==> src/rtl/key_event_queue.sv <==
// Debounced five-button front end with auto-repeat and a small event FIFO.
// Events: 1 LEFT, 2 RIGHT, 3 ROTATE, 4 DROP, 5 NEW_GAME.
module key_event_queue #(
  parameter int DEBOUNCE_CYCLES = 500000,
  parameter int REPEAT_DELAY    = 15000000,
  parameter int REPEAT_PERIOD   = 5000000,
  parameter int FIFO_DEPTH      = 4
) (
  input  logic       clk_i,
  input  logic       rst_i,
  input  logic       btn_left_i,
  input  logic       btn_right_i,
  input  logic       btn_up_i,
  input  logic       btn_down_i,
  input  logic       btn_new_game_i,
  input  logic       user_event_rd_req_i,
  output logic [2:0] user_event_o,
  output logic       user_event_ready_o,
  output logic       overflow_o
);

  localparam int NB   = 5;
  localparam int CW   = $clog2(DEBOUNCE_CYCLES + 1);
  localparam int RMAX = (REPEAT_DELAY > REPEAT_PERIOD) ?
                        REPEAT_DELAY : REPEAT_PERIOD;
  localparam int TW   = $clog2(RMAX + 1);
  localparam int PW   = $clog2(FIFO_DEPTH);

  // Bit i carries event code i+1; only LEFT, RIGHT and DROP repeat.
  localparam logic [NB-1:0] RPT_EN = 5'b01011;

  logic [NB-1:0] raw;
  logic [NB-1:0] sync1;
  logic [NB-1:0] sync2;
  logic [NB-1:0] deb;
  logic [NB-1:0] pend;
  logic [NB-1:0] first;
  logic [CW-1:0] cnt [NB];
  logic [TW-1:0] tmr [NB];

  logic [NB-1:0] rise;
  logic [NB-1:0] fall;
  logic [NB-1:0] rpt;
  logic [NB-1:0] set;
  logic [NB-1:0] sel;
  logic [NB-1:0] clr;
  logic [2:0]    code_in;

  logic [2:0]    mem [FIFO_DEPTH];
  logic [PW-1:0] wptr;
  logic [PW-1:0] rptr;
  logic [PW:0]   count;
  logic          ovf;
  logic          empty;
  logic          full;
  logic          pop;
  logic          push;
  logic          drop;

  assign raw = {btn_new_game_i, btn_down_i, btn_up_i,
                btn_right_i, btn_left_i};

  always_comb begin
    rise = '0;
    fall = '0;
    rpt  = '0;
    for (int i = 0; i < NB; i++) begin
      logic hit;
      logic [TW-1:0] lim;
      hit = (sync2[i] != deb[i]) &&
            (cnt[i] == CW'(DEBOUNCE_CYCLES - 1));
      rise[i] = hit && !deb[i];
      fall[i] = hit && deb[i];
      lim = first[i] ? TW'(REPEAT_DELAY - 1) :
                       TW'(REPEAT_PERIOD - 1);
      // A falling level in this cycle suppresses any due repeat.
      rpt[i] = RPT_EN[i] && deb[i] && !fall[i] &&
               (tmr[i] == lim);
    end
    set = rise | rpt;
  end

  always_comb begin
    sel     = '0;
    code_in = 3'd0;
    priority case (1'b1)
      pend[4]: begin sel[4] = 1'b1; code_in = 3'd5; end
      pend[3]: begin sel[3] = 1'b1; code_in = 3'd4; end
      pend[2]: begin sel[2] = 1'b1; code_in = 3'd3; end
      pend[0]: begin sel[0] = 1'b1; code_in = 3'd1; end
      pend[1]: begin sel[1] = 1'b1; code_in = 3'd2; end
      default: begin sel = '0; code_in = 3'd0; end
    endcase
  end

  assign empty = (count == '0);
  assign full  = (count == (PW+1)'(FIFO_DEPTH));
  assign pop   = user_event_rd_req_i && !empty;
  assign push  = (|pend) && (!full || pop);
  assign drop  = (|pend) && full && !pop;
  assign clr   = (push || drop) ? sel : '0;

  always_ff @(posedge clk_i) begin
    if (rst_i) begin
      sync1 <= '0;
      sync2 <= '0;
      deb   <= '0;
      pend  <= '0;
      first <= '0;
      wptr  <= '0;
      rptr  <= '0;
      count <= '0;
      ovf   <= 1'b0;
      for (int i = 0; i < NB; i++) begin
        cnt[i] <= '0;
        tmr[i] <= '0;
      end
    end else begin
      sync1 <= raw;
      sync2 <= sync1;
      for (int i = 0; i < NB; i++) begin
        if (sync2[i] == deb[i]) begin
          cnt[i] <= '0;
        end else if (cnt[i] == CW'(DEBOUNCE_CYCLES - 1)) begin
          deb[i] <= ~deb[i];
          cnt[i] <= '0;
        end else begin
          cnt[i] <= cnt[i] + CW'(1);
        end
        if (rise[i]) begin
          tmr[i]   <= '0;
          first[i] <= 1'b1;
        end else if (rpt[i]) begin
          tmr[i]   <= '0;
          first[i] <= 1'b0;
        end else if (RPT_EN[i] && deb[i] && !fall[i]) begin
          tmr[i] <= tmr[i] + TW'(1);
        end else begin
          tmr[i] <= '0;
        end
      end
      pend <= (pend & ~clr) | set;
      if (push) wptr <= wptr + PW'(1);
      if (pop)  rptr <= rptr + PW'(1);
      if (push && !pop)      count <= count + (PW+1)'(1);
      else if (pop && !push) count <= count - (PW+1)'(1);
      if (drop) ovf <= 1'b1;
    end
  end

  always_ff @(posedge clk_i) begin
    if (!rst_i && push) mem[wptr] <= code_in;
  end

  assign user_event_ready_o = !rst_i && !empty;
  assign user_event_o       = user_event_ready_o ? mem[rptr] : 3'd0;
  assign overflow_o         = !rst_i && ovf;

endmodule
==> config.mk <==
export PLATFORM = sky130hd
export DESIGN_NAME = key_event_queue
export DESIGN_NICKNAME = d
export VERILOG_FILES = /design/src/rtl/key_event_queue.sv
export SDC_FILE = /design/constraint.sdc
export NUM_CORES = 1
export LEC_CHECK = 0
export ABC_AREA = 1
export BUFFER_PORTS_ARGS = -buffer_cell sky130_fd_sc_hd__buf_2
export CORE_UTILIZATION = 60
export DETAILED_ROUTE_END_ITERATION = 6
export PLACE_DENSITY_LB_ADDON = 0.3
export SYNTH_ARGS = -nofsm -noshare
export SYNTH_HDL_FRONTEND = slang
export SYNTH_SLANG_ARGS = --single-unit
==> constraint.sdc <==
create_clock -name clk_i -period 2.2 [get_ports clk_i]
set_input_delay 0.22 -clock clk_i [delete_from_list [all_inputs] [get_ports clk_i]]
set_output_delay 0.22 -clock clk_i [all_outputs]
set_load 0.005 [all_outputs]
# == Word-level counts from Yosys, hierarchy flattened ==
# Memory sizes are Yosys's and may differ from the RTL's. A register that Yosys moved wholly into a read port is not among the register bits.
# Cells that the tools add are included.
# totals
regBits,31
ram_bits,227
inputBits,8
n_memories,3
# mem_list
memory,words,width,rd,rd_ports_with_merged_regs,write_ports,line_no,source
tmr,5,24,3,0,5,39,logic [TW-1:0] tmr [NB];
cnt,5,19,5,0,5,38,logic [CW-1:0] cnt [NB];
mem,4,3,1,1,1,49,logic [2:0] mem [FIFO_DEPTH];
# classes
add_sub_neg,12
eq_ne,19
n_mux,188
bitwise_logic,45
reduce_logical,54
# ops
op,n
24-bit two-way mux,19
19-bit two-way mux,15
1-bit two-way mux,143
19-bit by 1-bit adder with 19-bit output (second input constant),5
19-bit == test (second input constant),5
24-bit by 1-bit adder with 24-bit output (second input constant),3
24-bit == test,3
1-bit OR,31
1-bit logical AND,28
3-bit two-way mux,7
1-bit logical NOT,13
1-bit inverter,10
2-bit AND reduction,5
2-bit nonzero test,4
2-bit two-way mux,3
5-bit bitwise AND,1
1-bit == test,5
5-bit two-way mux,1
1-bit inequality test,5
5-bit inverter,1
5-bit by 4-bit OR with 5-bit output,1
5-bit OR,1
5-bit OR reduction,1
2-bit by 1-bit adder with 2-bit output (second input constant),2
other kinds (5),6

# == Logic depth before layout (Yosys ltp) ==
# An unclocked memory read counts as a cell.
# depth
depth_word,14
ltp_mapped,12

# == Worst setup path before layout ==
# No wires, ideal clock.
# synth_timing
kind,register to register
startpoint,register pend[4]
endpoint,register count[1]
setup_ns,0.116
t_arrival_ns,1.868
required_ns,2.084
setup_slack_ns,0.216
path_stages_with_launch,11
path_buffers,0
cell_sequence,dfxtp_1 -> nor2_1 -> nand3_1 -> or2_2 -> nand2_1 -> inv_1 -> ha_1 -> inv_1 -> fa_1 -> o21ai_0 -> nor2_1
# synth_via
elab_chain_cells,5
word_cells_on_any_way,7
cone_classes,1 x mux; 6 x reduce/logical
# synth_lines
item,line_no,source
from (decl),36,logic [NB-1:0] pend;
from (signal assigned),142,pend <= (pend & ~clr) | set;
5-bit OR reduction *,99,assign push = (|pend) && (!full || pop);
1-bit logical AND *,99,
via push,57,logic push;
1-bit logical NOT,146,else if (pop && !push) count <= count - (PW+1)'(1);
1-bit logical AND,146,
2-bit nonzero test (no source line),--,
to (signal assigned),145,if (push && !pop) count <= count + (PW+1)'(1);
to (signal assigned),146,
to (decl),52,logic [PW:0] count;
# Mark *: on every way through the listed nets, which the timed path passes. The rest lies on a longest branch.
# A chain may end at the register's enable or synchronous reset.

# == Final worst setup path ==
# Same ends and word-level chain as after synthesis.

==> results.tsv <==
metric	value	unit
r2r-start	pend[4]$_SDFF_PP0_	
clkTransAtPathRegs	60	ps
dieArea	21100	sq um
antenna_found_initial	0	
synthMuxAreaShare	0	%
synth-seq-area-share	49.0	%
synth.avg_cell_area	8.21	sq um
final-setup-viol-count	0	
fin_nets	1719	
status	completed	
start_util	61.1	%
reg2reg_slack	170	ps
hp-class	in -> reg	
met1_usage	29.8	%
fmaxAchievable	0.493	GHz
crit_cells	10	
cts_max_path_buffers	3	
grt_util_met3	2.83	%
pin_count	13	
std_cell_rows	52	
cts_made_buffers	24	
required	2600	ps
worstPathCellList	nor2_2 > nand3_1 > or2_2 > nand2_2 > inv_1 > ha_1 > inv_1 > fa_1 > o21ai_0 > nor2_1	
area_delta_synth_final	15.2	%
placement.io_buffers	12	
htree_num_levels	1	
synth_compound_area_share	4.08	%
yosysWarnings	0	
drc	0	
grt_max_degree	26	
cts_num_sinks	212	
relSlewSlack	64.3	%
final_cell_area	14200	sq um
place_ws	171	ps
first_global_vias	9492	
ant_nets	0	
n_antenna_cell	0	
vias	9791	
irDropWorstVdd	0.652	mV
post-cts-setup-buffers	0	
drive_gt1_share	6.94	%
die_height	145	microns
dp_hpwl	17200	microns
synth_top_cell_by_area	edfxtp_1	
ys_types	46	
synth_top_family_by_area	simple AND/OR/NAND/NOR gates	
async_flop_share	0	%
use_met2	41.6	%
p_leak	5.99	nW
utilization	70.4	%
ys_ff_latch	212	
die_w	145	microns
synth_top_area_share	43.6	%
critPathCaptureType	flip-flop	
synth-edff-count	179	
cp_num_buf_inv	2	
post_dp_cell_area	13300	sq um
finalPower	9.58	mW
cts_tree	done	
tns	0	ps
firstDrtPassIters	5	
ys_top_cells_by_area	edfxtp_1 44%, nor2_1 9.4%, nand2_1 8.6%	
cts_root_buffer	clkbuf_16	
synthSimpleGateAreaFrac	29.7	%
cp.arrival	2430	ps
skew	10.2	ps
viasPerCell	4.93	
drv_slew	0	
critPathTopFamily	simple AND/OR/NAND/NOR gates	
crit_top_cell	inv_1	
worstMarginPinSlew	534	ps
clock_latency	510	ps
grt-busiest-layer	met2	
cellPowerDensity	675	nW/um^2
max_stage_delay	430	ps
routed_wl	23600	microns
period_needed	2030	ps
syn_inst	1500	
crit_start	pend[4]$_SDFF_PP0_	
synthAdderAreaFrac	1.48	%
drv_cap	0	
setup_ws	171	ps
finalHoldViolations	0	
finalCritPeriodShare	92.2	%
cp_slowest_cell	fa_1	
cp-endpoint	count[1]$_SDFFE_PP0P_	
ys.flop_type	edfxtp_1	
core	20200	sq um
wl_per_cell	11.9	microns
first_iter_violations	623	
critical_path.startpoint_type	flip-flop	
critPathMaxFanout	5	
grt_pass1_wl	41600	microns
rr_endpoint	count[1]$_SDFFE_PP0P_	
grt-ovfl-total	0	
netlist_area	12300	sq um
grt_usage	23.3	%
r2r_cells	10	
critical_path_class	reg -> reg	
synth_xor_area_share	7.54	%
place_congestion	0.924	
==> kinds of logic (layout without fill, tap and decap cells) <==
kind of cell / Yosys count / in the layout
buffers and inverters: 245 / 294
AO/OA/AOI/OAI: 94 / 94
AND/OR/NAND/NOR: 828 / 828
flip-flops: 212 / 212
XOR/XNOR: 106 / 106
adder cells (fa/ha/maj): 14 / 14
other: 1 / 167
==> cells in the mapped netlist (2+ instances only) <==
cell type    n
o21ai_0     28
buf_2        9
dfxtp_1     33
ha_1        13
a211oi_1     3
nor3b_2      2
nor2_4       4
nor2_1     310
edfxtp_1   179
nand3b_1     3
a21oi_1     52
nor3_2       4
buf_6        6
or2_0        4
o21bai_1     3
nand2_2      5
buf_8        2
buf_4        3
or2_2        5
xor2_1      81
inv_2        3
nand4_1     47
nand2_1    283
nand3_2      8
nor2_2      14
clkbuf_1     3
xnor2_1     25
nor3_1      45
a31oi_1      3
nand3_1     81
a21boi_0     2
nor4_1       6
inv_1      217
nor3b_1      2
==> worst reg2reg max path, cell delays in order (launching register included) <==
cell	delay (ps)
dfxtp_1	330
nor2_2	130
nand3_1	90
or2_2	300
nand2_2	100
inv_1	60
ha_1	170
inv_1	110
fa_1	430
o21ai_0	150
nor2_1	50
==> power breakdown <==
group	internal, mW	switching [mW]
registers	4.52	0.185
clock network	2.72	1.58
logic	0.200	0.373
==> how the worst min path moves through the flow <==
stage | start | to | slack [ps] | cells after the start
after floorplan | btn_left_i | sync1[0]$_SDFF_PP0_ | 330 | 2
after global placement | sync1[0]$_SDFF_PP0_ | sync2[0]$_SDFF_PP0_ | 390 | 2
after detailed placement | sync1[1]$_SDFF_PP0_ | sync2[1]$_SDFF_PP0_ | 400 | 2
after CTS | user_event_rd_req_i | ovf$_SDFFE_PP0P_ | 70 | 4
after global routing | user_event_rd_req_i | ovf$_SDFFE_PP0P_ | 90 | 4
final | user_event_rd_req_i | ovf$_SDFFE_PP0P_ | 70 | 4
==> per-stage QoR <==
step           cells  hold WS [ps]
6_report        1985          69.0
5_1_grt         1985          88.7
4_1_cts         1985          68.6
3_5_place_dp    1936           402
3_3_place_gp    1936           391
2_1_floorplan   1666           327
==> layout by cell type, fill, tap and decap left out, types with 26 or more instances in the layout <==
| cell | instances |
|---|---|
| a21oi_1 | 51 |
| nor3_1 | 45 |
| nand4_1 | 47 |
| dfxtp_1 | 33 |
| nand2_1 | 281 |
| edfxtp_1 | 179 |
| xor2_1 | 81 |
| nor2_1 | 309 |
| clkbuf_16 | 26 |
| nand3_1 | 81 |
| inv_1 | 217 |
| conb_1 | 167 |
| o21ai_0 | 28 |
==> routing by layer <==
| metal | wire length (microns) | vias up |
|---|---|---|
| met5 | 0 | - |
| met4 | 459 | 0 |
| met3 | 997 | 38 |
| met2 | 11700 | 210 |
| met1 | 10500 | 4450 |
| li1 | - | 5093 |
==> what timing repair did <==
action / 4_1_cts / 5_1_grt
hold endpoints to repair: 5 / 0
gates resized for setup: 0 / 5
setup endpoints to repair: 0 / 15
hold buffers: 5 / 0
==> flip-flops by register name, summed over array words and instances, names as in the netlist, named ones only <==
register,flops
cnt,95
count,3
deb,5
first,3
mem,12
ovf,1
pend,5
rptr,2
sync1,5
sync2,5
tmr,72
wptr,2
==> final cells by class <==
class                   instances  area [sq um]
well taps                     270           338
clock inverters                 9           123
clock buffers                  35           754
fillers                      1600          5970
flip-flops and latches        212          6040
inverters                     221           830
multi-input cells            1209          5920
repair buffers                 29           200
(Power assumes the default switching activity.)
